## config.mk

```make
export PLATFORM = sky130hd
export DESIGN_NAME = mem_ctrl_hs_flat
export DESIGN_NICKNAME = d
export VERILOG_FILES = /design/src/rtl/mem_ctrl_hs_if.sv /design/src/rtl/mem_ctrl_hs.sv /design/src/flat_wrapper.sv
export SDC_FILE = /design/constraint.sdc
export NUM_CORES = 1
export LEC_CHECK = 0
export CAP_MARGIN = 30
export CELL_PAD_IN_SITES_DETAIL_PLACEMENT = 0
export CELL_PAD_IN_SITES_GLOBAL_PLACEMENT = 1
export CORE_ASPECT_RATIO = 0.8
export CORE_MARGIN = 3
export CORE_UTILIZATION = 38
export CTS_CLUSTER_DIAMETER = 200
export DETAILED_ROUTE_END_ITERATION = 8
export PLACE_DENSITY_LB_ADDON = 0.1
export SLEW_MARGIN = 0
export SYNTH_ARGS = -nofsm -noshare
export SYNTH_HDL_FRONTEND = slang
export SYNTH_SLANG_ARGS = --single-unit
```

## constraint.sdc

```tcl
create_clock -name clk -period 4.15 [get_ports clk]
set_clock_uncertainty 0.15 [all_clocks]
set_input_delay 0.415 -clock clk [delete_from_list [all_inputs] [get_ports clk]]
set_output_delay 0.415 -clock clk [all_outputs]
set_load 0.03 [all_outputs]
```

## src/rtl/mem_ctrl_hs_if.sv

```systemverilog
// rtl/mem_ctrl_hs_if.sv - strobe/ready data-memory bus between mem_ctrl_hs and memory
interface mem_ctrl_hs_if #(
    parameter int ADDR_W = 32
);
    logic [ADDR_W-3:0] mem_addr;
    logic              mem_as_;
    logic              mem_rw;
    logic [3:0]        mem_be;
    logic [31:0]       mem_wr_data;
    logic [31:0]       mem_rd_data;
    logic              mem_rdy;

    modport master (
        output mem_addr, mem_as_, mem_rw, mem_be, mem_wr_data,
        input  mem_rd_data, mem_rdy
    );

    modport slave (
        input  mem_addr, mem_as_, mem_rw, mem_be, mem_wr_data,
        output mem_rd_data, mem_rdy
    );
endinterface

```

## src/rtl/mem_ctrl_hs.sv

```systemverilog
// rtl/mem_ctrl_hs.sv - multi-cycle load/store stage controller with strobe/ready memory handshake
module mem_ctrl_hs #(
    parameter int ADDR_W  = 32,
    parameter int TIMEOUT = 16,
    parameter int CNT_W   = 8
) (
    input  logic              clk,
    input  logic              rst_,
    input  logic              ex_en,
    input  logic [3:0]        ex_mem_op,
    input  logic [31:0]       ex_mem_wr_data,
    input  logic [ADDR_W-1:0] ex_out,
    output logic              stall,
    output logic [31:0]       out,
    output logic              out_valid,
    output logic              miss_align,
    output logic              bus_err,
    mem_ctrl_hs_if.master     mem
);
    localparam logic [1:0] S_IDLE = 2'd0;
    localparam logic [1:0] S_BUS  = 2'd1;
    localparam logic [1:0] S_DONE = 2'd2;

    localparam logic [3:0] OP_LB  = 4'd1;
    localparam logic [3:0] OP_LH  = 4'd2;
    localparam logic [3:0] OP_LW  = 4'd3;
    localparam logic [3:0] OP_LBU = 4'd4;
    localparam logic [3:0] OP_LHU = 4'd5;
    localparam logic [3:0] OP_SB  = 4'd6;
    localparam logic [3:0] OP_SH  = 4'd7;
    localparam logic [3:0] OP_SW  = 4'd8;

    localparam logic [CNT_W-1:0] CNT_LAST = CNT_W'((TIMEOUT == 0) ? 0 : TIMEOUT - 1);

    logic [1:0]       state;
    logic [CNT_W-1:0] cnt;
    logic [3:0]       op_q;
    logic [1:0]       off_q;

    logic        is_load, is_store, is_byte, is_half, is_word;
    logic        misal, accept;
    logic [3:0]  be_n;
    logic [31:0] wd_n;
    logic [7:0]  byte_sel;
    logic [15:0] half_sel;
    logic [31:0] load_val;

    always_comb begin
        is_load  = 1'b0;
        is_store = 1'b0;
        is_byte  = 1'b0;
        is_half  = 1'b0;
        is_word  = 1'b0;
        case (ex_mem_op)
            OP_LB, OP_LBU: begin is_load  = 1'b1; is_byte = 1'b1; end
            OP_LH, OP_LHU: begin is_load  = 1'b1; is_half = 1'b1; end
            OP_LW:         begin is_load  = 1'b1; is_word = 1'b1; end
            OP_SB:         begin is_store = 1'b1; is_byte = 1'b1; end
            OP_SH:         begin is_store = 1'b1; is_half = 1'b1; end
            OP_SW:         begin is_store = 1'b1; is_word = 1'b1; end
            default:       ;
        endcase
    end

    assign misal  = (is_half && ex_out[0]) || (is_word && (ex_out[1:0] != 2'b00));
    assign accept = (state == S_IDLE) && ex_en && (is_load || is_store);
    assign stall  = (state == S_BUS) || (accept && !misal);

    // Store lanes are replicated so the memory can pick any lane by byte enable alone.
    always_comb begin
        be_n = 4'hF;
        wd_n = 32'h0;
        if (is_store) begin
            if (is_byte) begin
                be_n = 4'b0001 << ex_out[1:0];
                wd_n = {4{ex_mem_wr_data[7:0]}};
            end else if (is_half) begin
                be_n = 4'b0011 << ex_out[1:0];
                wd_n = {2{ex_mem_wr_data[15:0]}};
            end else begin
                wd_n = ex_mem_wr_data;
            end
        end
    end

    always_comb begin
        case (off_q)
            2'd0:    byte_sel = mem.mem_rd_data[7:0];
            2'd1:    byte_sel = mem.mem_rd_data[15:8];
            2'd2:    byte_sel = mem.mem_rd_data[23:16];
            default: byte_sel = mem.mem_rd_data[31:24];
        endcase
        half_sel = off_q[1] ? mem.mem_rd_data[31:16] : mem.mem_rd_data[15:0];
        case (op_q)
            OP_LB:   load_val = {{24{byte_sel[7]}}, byte_sel};
            OP_LBU:  load_val = {24'h0, byte_sel};
            OP_LH:   load_val = {{16{half_sel[15]}}, half_sel};
            OP_LHU:  load_val = {16'h0, half_sel};
            default: load_val = mem.mem_rd_data;
        endcase
    end

    always_ff @(posedge clk or negedge rst_) begin
        if (!rst_) begin
            state           <= S_IDLE;
            cnt             <= '0;
            op_q            <= 4'h0;
            off_q           <= 2'b00;
            mem.mem_as_     <= 1'b1;
            mem.mem_rw      <= 1'b1;
            mem.mem_be      <= 4'h0;
            mem.mem_addr    <= '0;
            mem.mem_wr_data <= 32'h0;
            out             <= 32'h0;
            out_valid       <= 1'b0;
            miss_align      <= 1'b0;
            bus_err         <= 1'b0;
        end else begin
            out_valid  <= 1'b0;
            miss_align <= 1'b0;
            bus_err    <= 1'b0;
            case (state)
                S_IDLE: begin
                    if (accept) begin
                        if (misal) begin
                            miss_align <= 1'b1;
                        end else begin
                            state           <= S_BUS;
                            cnt             <= '0;
                            op_q            <= ex_mem_op;
                            off_q           <= ex_out[1:0];
                            mem.mem_as_     <= 1'b0;
                            mem.mem_rw      <= is_load;
                            mem.mem_be      <= be_n;
                            mem.mem_addr    <= ex_out[ADDR_W-1:2];
                            mem.mem_wr_data <= wd_n;
                        end
                    end
                end
                S_BUS: begin
                    if (mem.mem_rdy) begin
                        state       <= S_DONE;
                        mem.mem_as_ <= 1'b1;
                        out_valid   <= 1'b1;
                        if (mem.mem_rw) out <= load_val;
                    end else if ((TIMEOUT != 0) && (cnt == CNT_LAST)) begin
                        state       <= S_DONE;
                        mem.mem_as_ <= 1'b1;
                        bus_err     <= 1'b1;
                        out         <= 32'h0;
                    end else begin
                        cnt <= cnt + CNT_W'(1);
                    end
                end
                // DONE always returns to IDLE so the still-held EX request is not re-issued.
                default: state <= S_IDLE;
            endcase
        end
    end
endmodule
```

## src/flat_wrapper.sv

```systemverilog
// flat-port wrapper written by rule: the top's interface ports become plain ports
module mem_ctrl_hs_flat 
#(
    parameter int ADDR_W  = 32,
    parameter int TIMEOUT = 16,
    parameter int CNT_W   = 8
)
  (clk, rst_, ex_en, ex_mem_op, ex_mem_wr_data, ex_out, stall, out, out_valid, miss_align, bus_err, mem_mem_addr, mem_mem_as_, mem_mem_rw, mem_mem_be, mem_mem_wr_data, mem_mem_rd_data, mem_mem_rdy);
  mem_ctrl_hs_if #(.ADDR_W(ADDR_W)) mem_i ();
  input  logic clk;
  input  logic rst_;
  input  logic ex_en;
  input  logic [3:0] ex_mem_op;
  input  logic [31:0] ex_mem_wr_data;
  input  logic [ADDR_W-1:0] ex_out;
  output logic stall;
  output logic [31:0] out;
  output logic out_valid;
  output logic miss_align;
  output logic bus_err;
  output wire logic [$bits(mem_i.mem_addr)-1:0] mem_mem_addr;
  output wire logic [$bits(mem_i.mem_as_)-1:0] mem_mem_as_;
  output wire logic [$bits(mem_i.mem_rw)-1:0] mem_mem_rw;
  output wire logic [$bits(mem_i.mem_be)-1:0] mem_mem_be;
  output wire logic [$bits(mem_i.mem_wr_data)-1:0] mem_mem_wr_data;
  input wire logic [$bits(mem_i.mem_rd_data)-1:0] mem_mem_rd_data;
  input wire logic [$bits(mem_i.mem_rdy)-1:0] mem_mem_rdy;
  assign mem_mem_addr = mem_i.mem_addr;
  assign mem_mem_as_ = mem_i.mem_as_;
  assign mem_mem_rw = mem_i.mem_rw;
  assign mem_mem_be = mem_i.mem_be;
  assign mem_mem_wr_data = mem_i.mem_wr_data;
  assign mem_i.mem_rd_data = mem_mem_rd_data;
  assign mem_i.mem_rdy = mem_mem_rdy;
  mem_ctrl_hs #(.ADDR_W(ADDR_W), .TIMEOUT(TIMEOUT), .CNT_W(CNT_W)) u_core (.clk(clk), .rst_(rst_), .ex_en(ex_en), .ex_mem_op(ex_mem_op), .ex_mem_wr_data(ex_mem_wr_data), .ex_out(ex_out), .stall(stall), .out(out), .out_valid(out_valid), .miss_align(miss_align), .bus_err(bus_err), .mem(mem_i));
endmodule
```

==> impl_metrics.ini, run 1 <==
[power]
total_power_mw = 5.84
ir_worst_vdd_v = 0.000323
power_density_mw_per_mm2 = 659
p_leak_nw = 3.65

[global_routing]
grt_max_degree = 47
grt.overflow.total = 0
grt_pass1_wl_um = 28100
antenna_found_initial = 0
grtUsageTotal_pct = 20.2
grt_pass1_vias = 5181

[timing]
relSlewSlack_pct = 36.4
period_minus_slack_ps = 3020
setup_viol = 0
worst_slack_ps = 1130
tightest_slew_ps = 950
clock.fmax_mhz = 331
rsz0062_at_grt = no
hold_violations = 0
period_share_pct = 72.7
slew_viol_final = 0
tns_ps = 0

[placed_design]
hpwl_um = 12500
io_buffer_count = 207
place.gp.congestion = 0.870
preCtsSetupSlack_ps = 1030
dp.cells = 924

[cts]
cts_buffers = 17
h-tree-depth = 4
cts.path.max_buffers = 2
insertion_delay_ps = 410
post_cts_resized = 0
postCtsSetupRepairBufs = 0
root_buffer = clkbuf_16
cts.sinks = 119
tritoncts = built
path_clk_slew_ps = 50

[drt]
wirelength_um = 17300
dr.pass1.iters = 5
postRouteAntennaNets = 0
vias = 5098
highest_layer = met4
drc = 0
via_per_inst = 5.33
dr_wl_met2_um = 7650
post_drt_wl_per_cell_um = 18.1
wl_met1_um = 8000
drt_iter0_markers = 333
wl_met3_um = 1380

[worst_setup_path]
path_class = input pin to output port
cp.required_ps = 3590
worst_setup_path_start_kind = input pin
cp_slowest_cell = clkdlybuf4s50_1
reg2reg_depth = 4
reg2reg_slack_ps = 1680
path_delay_family = buffers and inverters
crit_chain = clkdlybuf4s50_1 -> inv_1 -> ha_1 -> nand4bb_1 -> a31oi_2 -> or3_1 -> nand2_1 -> buf_4
critPathCaptureType = output port
r2r-end = u_core.out[21]
worstPathArrival_ps = 2450
cpPeakStageDelay_ps = 600
crit_path_max_fanout = 6
timing.rr.start = u_core.op_q[2]
crit_buf_inv = 3

[floorplanning]
rows = 40
fp.dieW_um = 146
dieArea_mm2 = 0.0173
start_util_pct = 39.3
chipHeight_um = 118
core_mm2 = 0.0152
io_pins = 208

[final_layout]
nets = 843
fin_util_pct = 58.3
regArea_mm2 = 0.00298
instances_no_fill = 957
final_common_cell = clkdlybuf4s50_1
final_cell_mix = 205 x clkdlybuf4s50_1, 117 x dfrtp_1, 41 x nand2_1, 35 x o21ai_0, 28 x mux2_2
diodes = 0
layout-drive-gt1-share_pct = 13.3
fillers = 1346
areaGrowthSynthToFinish_pct = 48.2
multiInputGateArea_mm2 = 0.00272

[logic_synthesis]
synth_cell_types = 71
synth-xor-area-share_pct = 0.732
synth_top_family_by_area = compound AO/OA/AOI/OAI gates
synthMuxAreaShare_pct = 11.6
synth.ff_latch_count = 119
synth-adder-area-share_pct = 1.05
synth_nets = 642
synth.avg_cell_area_um2 = 11.2
synthCells = 533
seq_area_frac_synth_pct = 49.8
syn_area_mm2 = 0.00598
yosys.area_share.simple_pct = 13.0
synth_flop_cell = dfrtp_1
synth-compound-area-share_pct = 19.0
synth_edf_count = 0
yosys_warnings = 0
synthArstFlopShare_pct = 100

[run_status]
status = complete, no violations

[hold_path]
hold_path.class = input pin to async pin

[job]
maxCapViolations = 0
cell usage after synthesis, types with 3 or more instances:
cell	instances	area, µm²
dfrtp_1	117	2930
nand2_1	41	154
o21ai_0	35	175
mux2_2	28	315
nor2_1	26	97.6
mux2i_1	22	220
inv_1	18	67.6
buf_2	16	80.1
o2bb2ai_1	16	140
o211ai_1	13	97.6
nand2b_1	12	75.1
nor2b_1	12	75.1
nor3_1	10	50.1
clkbuf_1	9	33.8
mux2_4	9	135
a221o_1	8	80.1
a22o_1	8	70.1
a32o_1	8	80.1
o221ai_1	8	70.1
o22ai_1	8	50.1
a221oi_1	7	61.3
a22oi_1	7	52.6
buf_6	7	78.8
ha_1	5	62.6
nor3b_1	5	37.5
o21ai_1	5	25.0
or3_1	5	31.3
a21oi_1	4	20.0
a31oi_1	4	25.0
nand3_1	4	20.0
buf_4	3	22.5
nand4_1	3	18.8
xor2_1	3	26.3
through the flow:
stage | cell area, µm² | hold slack [ps]
6_report | 8870 | 311
5_1_grt | 8870 | 345
2_1_floorplan | 5980 | -30.6
4_1_cts | 8870 | 324
3_3_place_gp | 8170 | 212
3_5_place_dp | 8180 | 221
registers in the layout, summed over array words and instances, names as in the netlist:
signal	cells
u_core.op_q	4
u_core.out_valid	1
u_core.mem.mem_addr	30
u_core.bus_err	1
u_core.mem.mem_wr_data	32
u_core.out	32
u_core.off_q	2
u_core.mem.mem_be	4
u_core.mem.mem_as_	1
u_core.state	2
u_core.miss_align	1
u_core.mem.mem_rw	1
u_core.cnt	8
power breakdown:
group          switching (mW)  leakage (nW)  internal (mW)
sequential              0.300          1.49           1.53
clock                   0.535         0.327           1.16
combinational            1.28          1.84           1.04
how the worst max path moves through the flow:
stage	from	endpoint	cells past startpoint
CTS	ex_out[0]	stall	8
finish	ex_out[0]	stall	8
floorplan	ex_mem_op[2]	stall	8
detailed placement	ex_mem_op[2]	u_core.mem.mem_addr[1]	6
global placement	ex_mem_op[2]	u_core.mem.mem_wr_data[26]	5
global route	ex_out[0]	stall	8
kinds of logic after synthesis:
logic type | count (synthesis)
mux | 60
simple gates | 141
compound gates | 148
fa+ha+maj | 5
flops | 119
buf+inv | 55
xor+xnor | 5
layer usage:
| metal | global-route usage (%) | vias up |
|---|---|---|
| li1 | - | 2388 |
| met1 | 28.0 | 2520 |
| met2 | 29.5 | 171 |
| met3 | 7.13 | 19 |
| met4 | 6.70 | 0 |
| met5 | 0 | - |
worst reg2reg max path, stage by stage (launching register included):
cell and delay [ps]:
dfrtp_1 550, or3b_1 650, or3_1 420, a31o_2 370
o21ai_0 240
final cells by class:
type                       instances  area share [%]
sequential                       119            33.6
multi-input combinational        359            30.6
timing repair buffer             218            24.3
clock buffer                      20            5.15
tap                              210            2.96
clock inverter                    12            2.51
inverter                          19           0.804
timing repair:
item / CTS / global route
endpoints found under the setup margin: 0 / 0
hold buffers: 1 / 0
hold endpoints to repair: 27 / 0
(Power assumes the default switching activity.)
==> inputs of run 2 (changes only) <==
--- a/config.mk
+++ b/config.mk
@@ -10,7 +10,7 @@
 export CELL_PAD_IN_SITES_GLOBAL_PLACEMENT = 1
 export CORE_ASPECT_RATIO = 0.8
 export CORE_MARGIN = 3
-export CORE_UTILIZATION = 38
+export CORE_UTILIZATION = 35
 export CTS_CLUSTER_DIAMETER = 200
 export DETAILED_ROUTE_END_ITERATION = 8
 export PLACE_DENSITY_LB_ADDON = 0.1
==> constraint.sdc (replaced) <==
create_clock -name clk -period 3 [get_ports clk]
set_clock_uncertainty 0.15 [all_clocks]
set_input_delay 0.3 -clock clk [delete_from_list [all_inputs] [get_ports clk]]
set_output_delay 0.3 -clock clk [all_outputs]
set_load 0.03 [all_outputs]
==> run 2 against run 1 <==
Compared with the run above:
- global-route usage shrank 1.2 points
- combinational power up 42%
- critical endpoint unchanged
- sequential share of layout area fell by 0.22 points
- first-iteration DRC count is 32% higher
- cell count grew 2.5%
- worst setup slack worse by 770 ps
- sequential cell count stayed put
- sequential power rose by 36%
- highest routed layer unchanged
- core utilization decreased by 4.7 points
- power is 33% higher
- via count up 0.77%
==> impl_metrics.ini, run 2 (synthesis gave the netlist of run 1 again) <==
[final_layout]
reg.largest.list = u_core.mem.mem_wr_data x32, u_core.out x32, u_core.mem.mem_addr x30
areaGrowthSynthToFinish_pct = 49.2
nets = 858
final_common_cell = clkdlybuf4s50_1
final_cell_mix = 205 x clkdlybuf4s50_1, 117 x dfrtp_1, 41 x nand2_1, 35 x o21ai_0, 28 x mux2_2
diodes = 0
fillers = 1449
layout-drive-gt1-share_pct = 14.6
fin_util_pct = 53.6

[placed_design]
place.gp.congestion = 0.887
io_buffer_count = 207
hpwl_um = 12700

[drt]
drt_iter0_markers = 438
via_per_inst = 5.24
vias = 5137
post_drt_wl_per_cell_um = 18.0
dr.pass1.iters = 5
postRouteAntennaNets = 0
drc = 0
wirelength_um = 17700

[cts]
insertion_delay_ps = 400
cts.sinks = 119
h-tree-depth = 4
path_clk_slew_ps = 60
tritoncts = built
cts_buffers = 17
root_buffer = clkbuf_16
cts.path.max_buffers = 2

[timing]
clock.fmax_mhz = 379
period_minus_slack_ps = 2640
tns_ps = 0
hold_violations = 0
slew_viol_final = 0
setup_viol = 0
relSlewSlack_pct = 37.0
tightest_slew_ps = 940
period_share_pct = 87.9
rsz0062_at_grt = no

[floorplanning]
core_mm2 = 0.0167
start_util_pct = 35.9
io_pins = 208
rows = 42
dieArea_mm2 = 0.0187
chipHeight_um = 123
fp.dieW_um = 152

[power]
power_density_mw_per_mm2 = 870
ir_worst_vdd_v = 0.000422
p_leak_nw = 3.68

[worst_setup_path]
path_class = input pin to output port
crit_chain = clkdlybuf4s50_1 -> or4_1 -> nand3_2 -> or3_1 -> nand2_1 -> buf_4
cp.required_ps = 2550
cpPeakStageDelay_ps = 610
path_delay_family = simple AND/OR/NAND/NOR gates
cp_slowest_cell = clkdlybuf4s50_1
crit_buf_inv = 2
worst_setup_path_start_kind = input pin
critPathCaptureType = output port
worstPathArrival_ps = 2190
crit_path_max_fanout = 12

[global_routing]
grt.overflow.total = 0
grt_pass1_vias = 5237
grt_max_degree = 50
grtUsageTotal_pct = 18.9
grt_pass1_wl_um = 28400
antenna_found_initial = 0

[run_status]
status = complete, no violations

[job]
maxCapViolations = 0

[hold_path]
hold_path.class = input pin to async pin
## run 2: changes by cell type in the layout (fill, tap and decap cells not counted)
cell	change
clkbuf_1	+2
buf_12	+3
bufinv_16	-4
clkinvlp_4	+1
clkinv_2	+1
clkbuf_8	+1
inv_6	-1
clkinv_4	-1
buf_4	+12
## run 2: final cells by class
cell class	instances	area, µm²	share of cell area (%)
multi-input combinational	359	2720	30.4
sequential	119	2980	33.4
inverter	19	71.3	0.799
clock inverter	8	97.6	1.09
timing repair buffer	233	2310	25.8
clock buffer	23	478	5.35
tap	220	275	3.08
## run 2: path summary, 6_finish.rpt
| kind | startpoint | slack (ps) | end | cells after the start |
|---|---|---|---|---|
| max in group asynchronous | rst_ | 1650 | u_core.mem.mem_rw | 3 |
| min in group clk | u_core.out[27] | 330 | u_core.out[27] | 2 |
| min | rst_ | 300 | u_core.out[22] | 2 |
| max reg2reg | u_core.op_q[1] | 620 | u_core.out[30] | 4 |
| max | ex_mem_op[1] | 360 | stall | 6 |
| min reg2reg | u_core.out[27] | 330 | u_core.out[27] | 2 |
## run 2: metal layers
metal,global-route usage [%],vias up,part of all wire (%)
met2,28.0,208,45
li1,-,2419,-
met3,6.19,12,7.5
met5,0,-,0
met1,26.5,2498,46
met4,6.01,0,1.0
## run 2: per-stage QoR
| step | hold WS (ps) | setup WS, ps | area, µm² | power [mW] | instances |
|---|---|---|---|---|---|
| after global routing | 337 | 181 | 8930 | 8.19 | 981 |
| after global placement | 213 | 195 | 8330 | 5.78 | 948 |
| after floorplan | -146 | 793 | 5980 | 4.37 | 533 |
| final | 297 | 363 | 8930 | 7.77 | 981 |
| after detailed placement | 216 | 186 | 8340 | 5.82 | 949 |
| after CTS | 319 | 351 | 8930 | 7.86 | 981 |
## run 2: power by group
part	internal, mW	leakage, nW	switching, mW
combinational	1.47	1.92	1.83
clock	1.28	0.275	0.710
sequential	2.11	1.49	0.365
## run 2: timing repair
| action | CTS | global route |
|---|---|---|
| hold buffers | 1 | 0 |
| hold endpoints to repair | 43 | 0 |
| gates resized for setup | 0 | 0 |
| setup buffers | 0 | 0 |
